`src/rtl/bv4_inv_sched.sv`:
```
// Purpose : resource-shared GF(2^4) inverter (normal-basis tower field) serving
//           NUM_REQ requesters through one theta unit and one GF(2^2) multiplier.
// Latency : accept cycle + THETA + MUL_HI + MUL_LO, result presented in DONE.
//           The result is valid in the 4th cycle after the accept cycle, giving
//           one result every 5 cycles.
// Backpr. : DONE holds out_valid/out_data/out_id stable until out_ready.
//           in_ready stays low outside IDLE, so pending requests simply wait.
//
// Ports
//   clk_i, rst_ni      : clock, synchronous active-low reset
//   in_valid/in_ready  : per-requester handshake; in_ready is one-hot or zero
//   in_data            : per-requester operand {Gamma_1, Gamma_0}
//   out_valid/ready    : result handshake
//   out_data, out_id   : Gamma^-1 = {Theta*Gamma_0, Theta*Gamma_1} and owner index

package bv4_pkg;
  typedef logic [1:0] bv2_t;
  typedef logic [3:0] bv4_t;

  // Norm constant of the GF(2^4)/GF(2^2) extension: Y^2 + Y + SIGMA = 0.
  // This is W^2 in the GF(2^2) normal basis {W^2, W}.
  localparam bv2_t SIGMA = 2'b10;
endpackage

// Purpose : GF(2^2) multiply, normal basis {W^2, W}, where 2'b11 is the unit.
// Latency : combinational.
// Backpr. : none.
module bv2_mul (
  input  logic [1:0] in_a,
  input  logic [1:0] in_b,
  output logic [1:0] out_y
);
  logic e;

  // The shared cross term comes from W^2*W = 1 = W^2 + W.
  assign e     = (in_a[1] ^ in_a[0]) & (in_b[1] ^ in_b[0]);
  assign out_y = {(in_a[1] & in_b[1]) ^ e, (in_a[0] & in_b[0]) ^ e};
endmodule

// Purpose : Theta = (G1*G0 + (G1+G0)^2 * SIGMA)^-1 over GF(2^2).
// Latency : combinational.
// Backpr. : none.
module bv4_comp_theta (
  input  logic [3:0] in_g,
  output logic [1:0] out_th
);
  import bv4_pkg::*;

  bv2_t g1, g0, sum, sum_sq, prod, scaled, d;

  assign g1     = in_g[3:2];
  assign g0     = in_g[1:0];
  assign sum    = g1 ^ g0;
  // Squaring in a normal basis is a coordinate swap.
  assign sum_sq = {sum[0], sum[1]};

  bv2_mul u_prod  (.in_a(g1),     .in_b(g0),    .out_y(prod));
  bv2_mul u_scale (.in_a(sum_sq), .in_b(SIGMA), .out_y(scaled));

  assign d      = prod ^ scaled;
  // In GF(4), x^-1 = x^2, which is again a swap. Zero maps to zero.
  assign out_th = {d[0], d[1]};
endmodule

// Purpose : round-robin scheduler around the shared theta/multiply datapath.
// Latency : 4 cycles from the accept cycle to out_valid, 5-cycle throughput.
// Backpr. : out_ready low parks the FSM in DONE; in_ready is low outside IDLE.
module bv4_inv_sched #(
  parameter int NUM_REQ = 2,
  parameter int ID_W    = (NUM_REQ > 1) ? $clog2(NUM_REQ) : 1
) (
  input  logic                         clk_i,
  input  logic                         rst_ni,
  input  logic [NUM_REQ-1:0]           in_valid,
  output logic [NUM_REQ-1:0]           in_ready,
  input  bv4_pkg::bv4_t [NUM_REQ-1:0]  in_data,
  output logic                         out_valid,
  input  logic                         out_ready,
  output bv4_pkg::bv4_t                out_data,
  output logic [ID_W-1:0]              out_id
);
  import bv4_pkg::*;

  typedef enum logic [2:0] {
    IDLE   = 3'd0,
    THETA  = 3'd1,
    MUL_HI = 3'd2,
    MUL_LO = 3'd3,
    DONE   = 3'd4
  } state_e;

  state_e            state_q, state_d;
  logic [ID_W-1:0]   rr_q, rr_d;
  logic [ID_W-1:0]   id_q, id_d;
  bv4_t              op_q, op_d;
  bv2_t              th_q, th_d;
  bv4_t              res_q, res_d;

  logic              gnt_vld;
  logic [ID_W-1:0]   gnt_id;
  logic [NUM_REQ-1:0] gnt_oh;
  bv4_t              gnt_dat;

  bv2_t              theta_w;
  bv2_t              mul_b;
  bv2_t              mul_y;

  // ------------------------------------------------------------------
  // Round-robin pick: the lowest valid index >= rr_q wins, otherwise the
  // lowest valid index below rr_q (the wrap-around part of the search).
  // ------------------------------------------------------------------
  always_comb begin
    gnt_vld = 1'b0;
    gnt_id  = '0;
    for (int i = 0; i < NUM_REQ; i++) begin
      if (!gnt_vld && in_valid[i] && (ID_W'(i) >= rr_q)) begin
        gnt_vld = 1'b1;
        gnt_id  = ID_W'(i);
      end
    end
    for (int i = 0; i < NUM_REQ; i++) begin
      if (!gnt_vld && in_valid[i] && (ID_W'(i) < rr_q)) begin
        gnt_vld = 1'b1;
        gnt_id  = ID_W'(i);
      end
    end
  end

  // Decode the winner into a one-hot ready vector and select its operand.
  always_comb begin
    gnt_oh  = '0;
    gnt_dat = '0;
    for (int i = 0; i < NUM_REQ; i++) begin
      if (ID_W'(i) == gnt_id) begin
        gnt_oh[i] = gnt_vld;
        gnt_dat   = in_data[i];
      end
    end
  end

  // ------------------------------------------------------------------
  // Shared arithmetic. Theta always sees the latched operand. The single
  // multiplier's second operand is steered by state, and it is held at
  // zero when unused so the multiplier stays quiet.
  // ------------------------------------------------------------------
  bv4_comp_theta u_theta (
    .in_g   (op_q),
    .out_th (theta_w)
  );

  assign mul_b = (state_q == MUL_HI) ? op_q[1:0] :
                 (state_q == MUL_LO) ? op_q[3:2] : 2'b00;

  bv2_mul u_mul (
    .in_a  (th_q),
    .in_b  (mul_b),
    .out_y (mul_y)
  );

  // ------------------------------------------------------------------
  // Next-state and output logic
  // ------------------------------------------------------------------
  always_comb begin
    state_d   = state_q;
    rr_d      = rr_q;
    id_d      = id_q;
    op_d      = op_q;
    th_d      = th_q;
    res_d     = res_q;
    in_ready  = '0;
    out_valid = 1'b0;

    unique case (state_q)
      IDLE: begin
        if (gnt_vld) begin
          in_ready = gnt_oh;
          op_d     = gnt_dat;
          id_d     = gnt_id;
          state_d  = THETA;
        end
      end
      THETA: begin
        th_d    = theta_w;
        state_d = MUL_HI;
      end
      MUL_HI: begin
        res_d[3:2] = mul_y;   // Theta * Gamma_0
        state_d    = MUL_LO;
      end
      MUL_LO: begin
        res_d[1:0] = mul_y;   // Theta * Gamma_1
        state_d    = DONE;
      end
      DONE: begin
        out_valid = 1'b1;
        if (out_ready) begin
          rr_d    = (id_q == ID_W'(NUM_REQ - 1)) ? '0 : id_q + ID_W'(1);
          state_d = IDLE;
        end
      end
      default: begin
        state_d = IDLE;
      end
    endcase

    // Reset is synchronous, so suppress both handshakes while it is held.
    // This keeps a grant from being advertised in a cycle that gets discarded.
    if (!rst_ni) begin
      in_ready  = '0;
      out_valid = 1'b0;
    end
  end

  assign out_data = res_q;
  assign out_id   = id_q;

  // ------------------------------------------------------------------
  // State register
  // ------------------------------------------------------------------
  always_ff @(posedge clk_i) begin
    if (!rst_ni) begin
      state_q <= IDLE;
      rr_q    <= '0;
      id_q    <= '0;
      op_q    <= '0;
      th_q    <= '0;
      res_q   <= '0;
    end else begin
      state_q <= state_d;
      rr_q    <= rr_d;
      id_q    <= id_d;
      op_q    <= op_d;
      th_q    <= th_d;
      res_q   <= res_d;
    end
  end

endmodule

```
`config.mk`:
```
export PLATFORM = sky130hd
export DESIGN_NAME = bv4_inv_sched
export DESIGN_NICKNAME = d
export VERILOG_FILES = /design/src/rtl/bv4_inv_sched.sv
export SDC_FILE = /design/constraint.sdc
export NUM_CORES = 1
export LEC_CHECK = 0
export ABC_AREA = 1
export CORE_UTILIZATION = 50
export CTS_BUF_LIST = sky130_fd_sc_hd__clkbuf_4
export DETAILED_ROUTE_END_ITERATION = 10
export HOLD_SLACK_MARGIN = 0.12
export PLACE_DENSITY_LB_ADDON = 0.12
export SYNTH_ARGS = -nofsm -noshare
export SYNTH_HDL_FRONTEND = slang
export SYNTH_SLANG_ARGS = --single-unit
```
`constraint.sdc`:
```
create_clock -name clk_i -period 2.1 [get_ports clk_i]
set_input_delay 0.63 -clock clk_i [delete_from_list [all_inputs] [get_ports clk_i]]
set_output_delay 0.63 -clock clk_i [all_outputs]
set_load 0.03 [all_outputs]
```
-- Word-level counts from Yosys, hierarchy flattened
Index checks and enable logic that the tools add are counted.
- magnitude comparators: 4
- $add $sub $neg: 1
- reductions and logical operators: 14
- mux-type cells: 21
- equality and inequality tests: 6
- bitwise logic cells: 18
- operators by type and width (operator ; number):
    $pmux 3 s5 ; 1
    $mux 1 ; 12
    $mux 2 ; 5
    $xor 1x1->1 ; 10
    $logic_and 1x1->1 ; 7
    $and 1x1->1 ; 6
    $eq 3x2->1 const B ; 2
    $mux 3 ; 2
    $reduce_and 2->1 ; 3
    $mux 4 ; 1
    $ne 2x2->1 const B ; 2
    $xor 2x2->2 ; 2
    $eq 3x1->1 const B ; 1
    $eq 3x3->1 const B ; 1
    $logic_not 1->1 ; 3
    $logic_not 3->1 ; 1
    $ge 1x1->1 const A ; 2
    $lt 1x1->1 const A ; 2
    $add 1x1->1 const B ; 1
- register bits: 15
- input port bits: 13
- output and inout port bits: 8
- logic and storage cells: 71

-- Longest topological paths before layout
Gate-level depths: netlist of the first run.
- depth in word-level cells: 19
- mapped depth: 9
- mapped depth without buffers: 9

-- Hierarchy
Synthesis of the first run repeated with hierarchy kept, for this count alone.
- cells, all modules: 182
- area total of the unflattened synthesis: 1022.2 um^2
- by module, submodules not included (module ; cells each ; seq. area each (um^2) ; times used ; area each (um^2)):
    bv4_inv_sched ; 106 ; 300.3 ; 1 ; 706.9
    bv2_mul ; 18 ; 0.0 ; 3 ; 77.6
    bv4_comp_theta ; 22 ; 0.0 ; 1 ; 82.6

-- Worst setup path after synthesis of the first run
Ideal clock, no wire load.
- kind: input to output
- start point: in rst_ni
- end point: out out_valid
- data required time: 1.470 ns
- setup slack: -0.377 ns
- data arrival time: 1.847 ns
- stages: 3
- path buffers: 1
- path through: buf_2 > clkinv_2 > nor4_1
- longest elaborated chain between the ends: 1
- ends and longest elaborated chain (what ; line ; text):
    start: declaration ; 73 ; input logic rst_ni,
    $mux 1 ; 208 ; if (!rst_ni) begin
    end: declaration ; 77 ; output logic out_valid,
Every way passes these cells.

-- Worst setup path in the final report of the first run
- start point: reg state_q[2]
- end point: out in_ready[0]
- longest elaborated chain between the ends: 3
- ends and longest elaborated chain (what ; line ; text):
    start: declaration ; 92 ; state_e state_q, state_d;
    start signal: assignment ; 229 ; state_q <= state_d;
    $logic_not 3->1 ; 173 ; unique case (state_q)
    $mux 2 ; 173 ;
    $mux 2 ; 208 ;
    end: declaration ; 75 ; output logic [NUM_REQ-1:0] in_ready,
Every way passes these cells.

==> reports/results.txt, run 1 <==
Status - finished clean
FP Rows - 15
I/O pin count - 21
Worst VDD drop - 0.514 mV
Clk buf depth - 2
Worst Setup SP - state_q[2]
Number of buffers created by CTS - 3
Mapped Area - 913 um2
Drt total wl - 2070 um
Via count - 931
Number of vias per cell - 5.06
Starting Density - 52.9%
CP cell instances - nor2_4, nand2_2, nor2_4, nand2_2, nor2_4, buf_6
Leakage - 0.564 nW
Drt first pass iters - 4
Switching Fraction - 36.2%
Critical path depth - 6
Antenna Cells - 0
Final clock skew - 14.2 ps
Pwr/cell area - 642 mW/mm2
Seq pwr share - 43.5%
Min Tclk post-route - 2030 ps
Tightest Hold Check Type - reg2reg
Reg2reg path depth - 8
Gr usage total - 24.0%
Net Count, Synth - 141
Filler cells - 153
Mapped Cells - 126
Reg2reg end - th_q[1]
R2R Setup Slk - 630 ps
Setup violations, final - 0
WL/cell - 11.3 um
Multi-input logic area - 544 um2
Seq cells post-synth - 15
Worst-Margin Slew - 325 ps
Max_cap viols - 0
Clk Latency, worst-skew pair - 300 ps
Commonest non-fill, non-tap cells in the layout - nand2_1 (20), inv_1 (16), clkdlybuf4s50_1 (14)
Crit-path max cell delay - 390 ps
Hold-fix buffers, CTS - 0
Register Area - 303 um2
Post-synth cell types - 31
Overflow after GRT - 0
Detailed Place HPWL - 1650 um
WP data arrival - 1400 ps
H-tree depth - 1
Syn-to-layout area delta - 39.0%
Net switching power - 0.000295 W
First-pass GRT wire length - 3470 um
Initial DRC Count - 11
Worst Path Required - 1470 ps
Final core utilization - 73.6%
Drc violations - 0
Gate power share - 35.0%
Port buffer count - 20
Root Buffer - clkbuf_4
Initial antenna violation count - 0
Chip width - 44.7 um
Clock sinks - 15
Worst path slowest cell - dfxtp_1
CP Class - reg2out
Buf/Inv on CP - 1
Slew HR - 78.3%
Clk pwr share - 21.5%
YS warnings - 0
P_int - 0.000520 W
Area leader, netlist - dfxtp_1
Most common cell on crit path - nor2_4
Area share of the leading cell type in the synthesized netlist - 32.9%
Routed Antenna Nets - 0
Startpoint types - flip-flop
Vias in the first global route - 884
R2r startpoint - op_q[1]
Final period utilization - 96.5%
Mean Syn Cell Area - 7.25 um2
CTS tree - yes
Layout cells sized above 1 - 27.7%
Die height - 44.7 um
Worst setup EP type - primary output
Fmax - 494 MHz
RSZ-0062 raised after global routing - no
Final slew viol count - 0
Final nets - 175
Final Hold Fails - 0
Most common cell after layout, fill and taps aside - nand2_1
Pin count of the biggest net entering global routing - 10
DIE AREA - 0.00200 mm2
Design Power - 0.000815 W
CTS clk-pin slew, worst paths - 110 ps
Routability cong. - 0.768
CP Capture Point - in_ready[0]
Core Area - 0.00173 mm2
Area contributors post-synth - dfxtp_1 (33%), nand2_1 (8.6%), inv_1 (6.6%), nand3_1 (5.5%), nor2_1 (4.5%)
CP max FO - 4
Sequential share of the synthesized area - 32.9%
CP delay by family, top - simple AND/OR/NAND/NOR gates
## sequential cells by signal, summed over array words and instances, names as in the netlist
register / cells
out_id: 1
op_q: 4
th_q: 2
rr_q: 1
out_data: 4
state_q: 3
## synth_stat cells
cell type   n
nand2_1    21
o21bai_1    2
inv_1      16
o22ai_1     1
and2_1      1
o211ai_1    2
o221ai_1    1
xor2_1      2
nor3_1      1
o21a_1      2
nand4_1     4
nand3_1    10
xnor2_1     4
nor3_2      4
clkinv_2    2
nor2_1     11
nand2_2     4
a21oi_1     2
nor2_4      2
o31ai_1     1
ha_1        2
o21ai_1     3
inv_2       5
buf_4       1
dfxtp_1    15
nor4_1      1
nand3_2     1
buf_2       1
nor2_2      1
o21ai_0     1
mux2i_1     2
## worst register-to-register path: cells and delay by family (launching register included)
| family | cells | cell delay [ps] |
|---|---|---|
| buffers and inverters | 2 | 90 |
| and+or+nand+nor | 3 | 190 |
| xor gates and xnor gates | 2 | 390 |
| adders and majority gates | 1 | 350 |
| DFF | 1 | 360 |
## worst min-delay path by stage
stage / start / to / slack (ps) / depth (start not counted)
6_report: rr_q / rr_q / 490 / 2
5_1_grt: rr_q / rr_q / 500 / 2
4_1_cts: rr_q / rr_q / 490 / 2
3_5_place_dp: rr_q / rr_q / 470 / 2
3_3_place_gp: rr_q / rr_q / 460 / 2
2_1_floorplan: rr_q / rr_q / 440 / 2
## metrics by stage
step	cell area [um2]	cells	hold WS, ps	worst slack [ps]	TNS, ps
2_1_floorplan	920	126	439	-25.0	-35.4
3_3_place_gp	1200	178	457	-204	-563
3_5_place_dp	1200	178	467	-244	-651
4_1_cts	1250	182	494	-7.69	-7.69
5_1_grt	1270	184	505	17.3	0
6_report	1270	184	493	73.9	0
## final cells by class
type | count | area share (%)
clock buffers | 3 | 1.77
flip-flops and latches | 15 | 23.8
well taps | 25 | 2.46
inverters | 23 | 7.29
multi-input cells | 86 | 42.9
repair buffers | 31 | 21.4
clock inverters | 1 | 0.394
## power groups by stage
stage	combinational (W)	clock, W	sequential, W
2_1_floorplan	0.000173	0	0.000362
3_3_place_gp	0.000261	0	0.000357
3_5_place_dp	0.000270	0	0.000358
4_1_cts	0.000281	0.000179	0.000353
5_1_grt	0.000315	0.000191	0.000360
6_report	0.000285	0.000175	0.000355
## metal layers
layer | vias up | GRT usage [%] | wire length (um)
met4 | 0 | 13.9 | 49
li1 | 474 | - | -
met3 | 6 | 4.00 | 70
met2 | 26 | 46.2 | 1150
met1 | 425 | 23.9 | 798
met5 | - | 0 | 0
## what timing repair did
| action | CTS | global route |
|---|---|---|
| buffers inserted | 0 | 2 |
| endpoints found under the setup margin | 3 | 3 |
| resized for setup | 12 | 5 |
| pin swaps | 4 | 2 |
## cells by family after synthesis
group,count (synthesis),synth area share (%)
adder cells (fa/ha/maj),2,2.74
flip-flops,15,32.9
XOR/XNOR,6,5.75
AND/OR/NAND/NOR,61,34.7
buffers and inverters,25,11.1
multiplexers,2,2.19
AO/OA/AOI/OAI,15,10.7
Power figures use the tool's default switching activity.
==> run 2, diff against run 1 <==
CAP_MARGIN = 20   (was unset)
CTS_BUF_LIST = unset   (was sky130_fd_sc_hd__clkbuf_4)
==> results of run 2 <==
Final layout, timing and power as in run 1 (identical DEF).
==> RTL edit: new RTL, flow settings as in run 1 <==
Reset style: asynchronous (`rst_ni`), changed in one clocked block. Comments in the files are not updated.
--- a/src/rtl/bv4_inv_sched.sv
+++ b/src/rtl/bv4_inv_sched.sv
@@ -217,7 +217,7 @@
   // ------------------------------------------------------------------
   // State register
   // ------------------------------------------------------------------
-  always_ff @(posedge clk_i) begin
+  always_ff @(posedge clk_i or negedge rst_ni) begin
     if (!rst_ni) begin
       state_q <= IDLE;
       rr_q    <= '0;
Formal check against the unedited RTL: differs if rst_ni is asserted again (counterexample within 4 cycles, from zero or initial values and one cycle with rst_ni low); with rst_ni held inactive, the same outputs for 10 cycles.
==> RTL edit against run 1 <==
- the flow now finishes with violations (negative setup slack)
- design area grew 3.3%
- worst setup slack lost 0.14 ns
- wire length grew 2.6%
- sequential cell count is the same
- synthesized cell count shrank 4.8%
- count of clock-buffer cells in the layout grew 1
- area after synthesis grew 5.1%
Power is not compared: it rests on default switching activity, and its combinational part moved more than twofold at a synthesized area within 25%.
==> RTL edit: results (changes against run 1) <==
Status: complete, but fails checks
Failing checks: negative setup slack
DR pass1 iterations: 4 (unchanged)
Syn Nets: 135 (-4.3%)
Setup violators final: 1 (+1)
Synth warnings: 0 (unchanged)
Slowest CP cell: dfrtp_1
Hold WC Path Type: flip-flop to flip-flop
Final net count: 170 (-2.9%)
Worst Max-Slew Pin Slew: 0.380 ns (+0.0550 ns)
Clk_lat worst skew: 0.29 ns
Pre-CTS setup slack: -0.411 ns (-0.167 ns)
Setup crit start: state_q[1]
Initial antenna violation count: 0 (unchanged)
First-pass GRT wire length: 3.46 mm (-0.40%)
H-tree depth: 1 (unchanged)
I/O Buffers: 20 (unchanged)
Reg-to-Reg End: out_data[3]
Setup ws final: -0.0619 ns (-0.136 ns)
Routed via count: 922 (-0.97%)
Mapped Avg Cell Area: 8.00 sq um (+10%)
Maximum root-to-sink buffer count: 2 (unchanged)
Post-synth top cells: nand2_1 (34), inv_1 (16), dfrtp_1 (15)
Share of cells above drive strength 1: 24.0% (-3.6 points)
Met2 wire len: 1.12 mm (-3.3%)
Crit path max-delay family: simple AND/OR/NAND/NOR gates
Worst-path fanout max: 3 (-1)
1st-iter DRT viols: 17 (+6)
Clk slew on worst S/H paths: 0.09 ns (-0.02 ns)
Reg2Reg Depth: 11 (+3)
DR vias/cell: 5.15 (+1.8%)
Critical path's largest stage delay: 0.42 ns (+0.03 ns)
WL met3: 73 um (+4.3%)
CP Capture Point: in_ready[0]
Fin Clk Skew: 0.00532 ns (-0.00883 ns)
Count of different cell masters after synthesis: 24 (-23%)
Hpwl dp: 1.69 mm (+2.4%)
Pleak: 0.658 nW
GP Congestion: 0.862 (+12%)
Register area share after synthesis: 39.1% (+6.2 points)
Number of global-route vias before repair: 834 (-5.7%)
Fill count: 146 (-4.6%)
VDD IR max: 778 uV
# diodes: 0 (unchanged)
GRT Util Overall: 23.4% (-0.60 points)
Wl on met1: 909 um (+14%)
WL final: 2.13 mm (+2.6%)
Top sig layer: met4
Largest net degree at the start of global routing: 16 (+6)
Clock root buffer master: clkbuf_4
Async set or reset register ratio after synthesis: 100% (+100 points)
Worst Hold Depth: 2 (unchanged)
Flop2flop setup slack: 0.39 ns (-0.24 ns)
CP Data Arrival Time: 1.53 ns (+0.13 ns)
Synth top area cells: dfrtp_1 (39%), nand2_1 (13%), nand3_1 (6.8%)
Crit Reg-Reg Startpoint: state_q[0]
[RTL edit: logic make-up (layout without fill, tap and decap cells)]
group,count (synthesis),after routing,share of synthesized area (%)
compound gates,10,10,10.2
xor+xnor,6,6,5.48
flops,15,15,39.1
fa+ha+maj,2,2,2.61
buf+inv,19,53,8.47
simple gates,68,68,34.2
[RTL edit: worst min-delay path by stage]
stage | start | end
after CTS | out_data[2] | out_data[2]
after global placement | out_data[3] | out_data[3]
after detailed placement | out_data[2] | out_data[2]
after floorplan | rst_ni | op_q[0]
after global routing | rst_ni | out_data[3]
final | out_data[2] | out_data[2]
[RTL edit: repair_timing]
action | in CTS | in global routing
buffers inserted | 2 | 3
resized for setup | 11 | 3
pin swaps | 1 | 1
hold buffers | 0 | 0
setup endpoints to repair | 3 | 2
[RTL edit: worst register-to-register path, cell delays in order (launching register included)]
cell and delay (ns):
dfrtp_2 0.44, buf_4 0.14, buf_4 0.14, inv_1 0.13, nand3_1 0.20, nor2_1 0.14
nor2_1 0.05, nand2_1 0.08, nand3_1 0.07, nand2_1 0.10, nand3_1 0.09, nand2_1 0.07
[RTL edit: final cells by class]
type	instances	area share (%)
multi-input cells	86	39.9
flip-flops and latches	15	28.7
inverters	18	5.34
clock buffers	4	2.29
repair buffers	31	21.4
well taps	25	2.38
[RTL edit: power breakdown]
group          internal, mW  total, mW  switching, mW
sequential            0.419      0.536          0.117
clock                0.0868      0.183         0.0966
combinational         0.530       1.20          0.665
total                  1.04       1.92          0.879
[RTL edit: metal layers]
metal / vias up / global-route usage (%)
met5: - / 0
met4: 0 / 10.6
met3: 4 / 3.57
met2: 24 / 41.1
met1: 429 / 27.8
li1: 465 / -
[RTL edit: stage by stage]
step           setup TNS [ns]  hold slack, ns  total power, mW  cell area (sq um)
5_1_grt                -0.142           0.500             2.07               1310
4_1_cts               -0.0696           0.494             1.86               1280
3_3_place_gp           -0.694           0.465             1.60               1220
6_report              -0.0619           0.490             1.92               1310
3_5_place_dp           -0.795           0.471             1.65               1220
2_1_floorplan               0           0.334             1.35                965
